<file path="src/rtl/fetch_unit_pkg.sv">
// Shared CPU constants: PC unit command encodings and fetch sequencer states.
package fetch_unit_pkg;

  localparam logic [1:0] PC_NOP   = 2'b00;
  localparam logic [1:0] PC_INC   = 2'b01;
  localparam logic [1:0] PC_SET   = 2'b10;
  localparam logic [1:0] PC_RESET = 2'b11;

  typedef enum logic [1:0] {
    S_START     = 2'b00,
    S_FETCH     = 2'b01,
    S_FETCH_IMM = 2'b10,
    S_ISSUE     = 2'b11
  } fetch_state_t;

endpackage

</file>
<file path="src/rtl/fetch_unit.sv">
// Instruction fetch sequencer driving the PC unit, a single-cycle-ack read port and the decoder.
// Optional FETCH_STALL_CNT_EN adds a saturating stall_cnt output.
module fetch_unit
  import fetch_unit_pkg::*;
#(
  parameter int unsigned LONG_BIT = 15,
  parameter int unsigned PC_STEP  = 2
) (
  input  logic        clk,
  input  logic        rst,
  input  logic [15:0] pc_cur,
  output logic [1:0]  pc_op_o,
  output logic        pc_en_o,
  output logic [15:0] pc_set_o,
  output logic        mem_req,
  output logic [15:0] mem_addr,
  input  logic        mem_ack,
  input  logic [15:0] mem_rdata,
  input  logic        redirect,
  input  logic [15:0] redirect_addr,
  output logic [15:0] instr_o,
  output logic [15:0] imm_o,
  output logic [15:0] instr_pc_o,
  output logic        instr_valid,
  input  logic        instr_ready
`ifdef FETCH_STALL_CNT_EN
  ,
  output logic [31:0] stall_cnt
`endif
);

  fetch_state_t state_q, state_d;
  logic         cap_instr;
  logic         cap_imm;

  // The PC unit owns the add; the step only documents the word size.
  if (PC_STEP == 0) begin : g_pc_step_zero
  end

  assign mem_addr = pc_cur;

  // Outputs are gated by rst so a reset cycle abandons any fetch at once.
  always_comb begin
    state_d     = state_q;
    pc_en_o     = 1'b0;
    pc_op_o     = PC_NOP;
    pc_set_o    = '0;
    mem_req     = 1'b0;
    instr_valid = 1'b0;
    cap_instr   = 1'b0;
    cap_imm     = 1'b0;
    if (!rst) begin
      if (state_q == S_START) begin
        pc_en_o = 1'b1;
        pc_op_o = PC_RESET;
        state_d = S_FETCH;
      end else if (redirect) begin
        pc_en_o  = 1'b1;
        pc_op_o  = PC_SET;
        pc_set_o = redirect_addr;
        state_d  = S_FETCH;
      end else begin
        unique case (state_q)
          S_FETCH: begin
            mem_req = 1'b1;
            if (mem_ack) begin
              pc_en_o   = 1'b1;
              pc_op_o   = PC_INC;
              cap_instr = 1'b1;
              state_d   = mem_rdata[LONG_BIT] ? S_FETCH_IMM : S_ISSUE;
            end
          end
          S_FETCH_IMM: begin
            mem_req = 1'b1;
            if (mem_ack) begin
              pc_en_o = 1'b1;
              pc_op_o = PC_INC;
              cap_imm = 1'b1;
              state_d = S_ISSUE;
            end
          end
          S_ISSUE: begin
            instr_valid = 1'b1;
            if (instr_ready) state_d = S_FETCH;
          end
          default: state_d = S_START;
        endcase
      end
    end
  end

  always_ff @(posedge clk) begin
    if (rst) begin
      state_q    <= S_START;
      instr_o    <= '0;
      imm_o      <= '0;
      instr_pc_o <= '0;
    end else begin
      state_q <= state_d;
      if (cap_instr) begin
        instr_o    <= mem_rdata;
        instr_pc_o <= pc_cur;
        if (!mem_rdata[LONG_BIT]) imm_o <= '0;
      end
      if (cap_imm) imm_o <= mem_rdata;
    end
  end

`ifdef FETCH_STALL_CNT_EN
  logic stall_hit;

  assign stall_hit = (mem_req && !mem_ack) ||
                     (!rst && state_q == S_ISSUE && !instr_ready);

  always_ff @(posedge clk) begin
    if (rst) begin
      stall_cnt <= '0;
    end else if (stall_hit && stall_cnt != '1) begin
      stall_cnt <= stall_cnt + 32'd1;
    end
  end
`endif

endmodule

</file>
<file path="config.mk">
export PLATFORM = sky130hd
export DESIGN_NAME = fetch_unit
export DESIGN_NICKNAME = d
export VERILOG_FILES = /design/src/rtl/fetch_unit_pkg.sv /design/src/rtl/fetch_unit.sv
export SDC_FILE = /design/constraint.sdc
export NUM_CORES = 1
export LEC_CHECK = 0
export ABC_AREA = 1
export CELL_PAD_IN_SITES_DETAIL_PLACEMENT = 1
export CELL_PAD_IN_SITES_GLOBAL_PLACEMENT = 1
export CORE_MARGIN = 5
export CORE_UTILIZATION = 26
export DETAILED_ROUTE_END_ITERATION = 12
export PLACE_DENSITY_LB_ADDON = 0.25
export SLEW_MARGIN = 20
export SYNTH_ARGS = -nofsm -noshare
export SYNTH_HDL_FRONTEND = slang
export SYNTH_SLANG_ARGS = --single-unit
</file>
<file path="constraint.sdc">
create_clock -name clk -period 3.5 [get_ports clk]
set_input_delay 0.7 -clock clk [delete_from_list [all_inputs] [get_ports clk]]
set_output_delay 0.7 -clock clk [all_outputs]
set_load 0.005 [all_outputs]
</file>
==> metrics.json <==
{
  "status": "finished clean",
  "holdCritPathClass": "reg2reg",
  "layout-area-overhead-vs-synth_pct": 65.4,
  "max_cap_viol_count": 0,
  "routability_driven_placement_congestion_ratio": 0.713,
  "num_vias": 2339,
  "crit_path_required_time_ps": 2800,
  "syn-cell-area_sq_um": 2200,
  "synth.avg_cell_area_sq_um": 7.39,
  "fp-row-count": 33,
  "power_leakage_uw": 0.00137,
  "numClockSinks": 50,
  "h-tree-depth": 2,
  "slowest_stage_cell_cp": "clkdlybuf4s50_1",
  "route.met2.wl_mm": 3.63,
  "globalRoute.totalOverflow": 0,
  "fin_nets": 475,
  "timing.fmax_mhz": 312,
  "yosysSeqAreaShare_pct": 45.4,
  "hold_viol": 0,
  "detail_route.wirelength_mm": 7.53,
  "synth_top_family_by_area": "simple AND/OR/NAND/NOR gates",
  "cts_buffers": 5,
  "synthCells": 298,
  "pin_count_of_the_biggest_net_entering_global_routing": 35,
  "die-height_um": 102,
  "buffer_ports.inserted": 137,
  "worstSetupStartpoint": "redirect",
  "initial_utilization_pct": 26.8,
  "route.antenna.remaining_nets": 0,
  "via_count_of_the_first_global_routing_pass": 2553,
  "finalSetupViolCount": 0,
  "multi_input_comb_area_sq_um": 903,
  "met1_length_mm": 3.09,
  "cp_data_arrival_time_ps": 2500,
  "hpwl_mm": 5.80,
  "power-per-cell-area_nw_per_um2": 312,
  "cts_post_setup_buffers_inserted": 0,
  "grt_antenna_before_repair": 0,
  "syn-num-nets": 356,
  "synth-compound-area-share_pct": 13.0,
  "num_antenna_cells": 0,
  "adder_and_majority_gate_portion_of_the_synthesized_area_pct": 2.84,
  "start_kind": "primary input",
  "first_pass_iters": 5,
  "design.die.area_sq_um": 10400,
  "timing_worst_slew_pin_value_ps": 583,
  "drive_above_1_share_pct": 5.02,
  "post_synth_xor_area_fraction_pct": 0,
  "cts_tree": "yes",
  "critical_path.endpoint_type": "output port",
  "postSynth.topFlopCell": "dfxtp_1",
  "crit_path_max_fanout": 16,
  "final_critical_delay_including_setup_and_external_delays_ps": 3200,
  "max_vdd_drop_v": 0.000110,
  "dieWidth_um": 102,
  "worst-setup-path-type": "in2out",
  "wire_length_on_met3_um": 757,
  "final.period_utilization_pct": 91.5,
  "final.setup.tns_ps": 0,
  "synthSimpleGateAreaFrac_pct": 25.2,
  "critical-path-top-cell-by-count": "clkdlybuf4s50_1",
  "fin_total_pwr_uw": 1140,
  "clk_latency_ps": 300,
  "drt_iter0_markers": 51,
  "critical-path-max-stage-delay_ps": 580,
  "post_cts_hold_buffers": 0,
  "wire_per_inst_um": 14.4,
  "grt_setup_unrepaired": "false",
  "core_sq_um": 8220,
  "synth_mux_area_share_pct": 0,
  "gr-usage-all-layers_pct": 14.5,
  "slew_viol_final": 0,
  "final_cells": 523,
  "maxSlewHeadroom_pct": 61.0,
  "ctsRootBufferMaster": "clkbuf_8",
  "register_bit_total_from_synthesis": 50,
  "max-clock-path-buffers": 2,
  "fill_cells": 1019,
  "clkSlewWorstSetupHoldPaths_ps": 90,
  "synth.yosys.warnings": 0,
  "topRoutingLayerUsed": "met4",
  "global_route_wire_length_before_repair_mm": 12.1,
  "via_per_inst": 4.47,
  "finalWorstSetupSlack_ps": 296,
  "post_synth_num_cell_types": 24,
  "sequential_cell_area_sq_um": 1000,
  "place_worst_setup_slack_ps": 260,
  "finClkSkew_ps": 8.38,
  "number_of_flops_mapped_to_enable_cells_by_yosys": 0,
  "cts_repair_resize_count": 0,
  "crit_chain": "clkdlybuf4s50_1 -> nand3_1 -> nor2_1 -> clkdlybuf4s50_1",
  "synth_async_sr_flop_share_pct": 0,
  "worstHoldStart": "instr_pc_o[13]",
  "placed_cells": 515,
  "ioPinCount": 138,
  "detail_route.drc_violations": 0,
  "r2r-start": "state_q[0]"
}
[final cells by class]
cell class,instances,area share [%]
clock buffer,7,2.37
clock inverter,1,0.240
inverter,26,2.68
multi-input combinational,191,24.8
sequential,50,27.5
tap,105,3.60
timing repair buffer,143,38.9
[through the flow]
stage               hold slack [ps]  cell area, sq um  utilization (%)
finish                          477              3640             44.4
global route                    499              3640             44.4
CTS                             481              3640             44.4
detailed placement              464              3550             43.2
global placement                461              3550             43.2
floorplan                       465              2200                -
[final timing paths]
kind | to | slack, ps | depth (start not counted)
setup reg to reg | imm_o[2] | 1600 | 7
hold / removal | instr_pc_o[13] | 480 | 2
hold reg to reg | instr_pc_o[13] | 480 | 2
setup / recovery | pc_set_o[15] | 300 | 4
[where the power goes]
part           internal (uW)  switching, uW
Combinational            114           75.0
Sequential               578           6.05
Clock                    164            198
Total                    856            279
[routing by layer]
layer	up-vias	track usage, %
met5	-	0
met4	0	2.52
met3	4	6.01
met2	88	25.7
met1	1082	16.4
li1	1165	-
[state kept, by name, indices dropped and copies added, names as in the netlist]
| signal | flops |
|---|---|
| state_q | 2 |
| instr_pc_o | 16 |
| imm_o | 16 |
| instr_o | 16 |
[cell families (layout without fill, tap and decap cells)]
kind of cell | Yosys count | after routing
flops | 50 | 50
compound gates | 55 | 55
simple gates | 131 | 131
buf+inv | 57 | 177
fa+ha+maj | 5 | 5
[layout by cell type (no fill, tap or decap), drive strengths merged]
cell	Yosys	routed
clkdlybuf4s50	0	137
nand2	86	86
dfxtp	50	50
o21ai	33	33
inv	26	27
nor2	24	24
a21oi	19	19
nand3	17	17
clkbuf	6	7
buf	25	6
ha	5	5
nand4	2	2
o32ai	1	1
o22ai	1	1
or2	1	1
o21bai	1	1
nor3	1	1
[critical path: cells and delay by family]
family,cells,cell delay [ps]
simple gates,2,680
buf+inv,2,1120
[cell usage after synthesis, types with 2 or more instances]
master / count / area [sq um]
nand2_1: 85 / 319
dfxtp_1: 50 / 1000
o21ai_0: 31 / 155
inv_1: 24 / 90.1
nor2_1: 22 / 82.6
buf_4: 19 / 143
a21oi_1: 18 / 90.1
nand3_1: 17 / 85.1
clkbuf_1: 6 / 22.5
buf_2: 5 / 25.0
ha_1: 5 / 62.6
inv_2: 2 / 7.51
nor2_4: 2 / 22.5
o21ai_1: 2 / 10.0
Power figures use the tool's default switching activity.
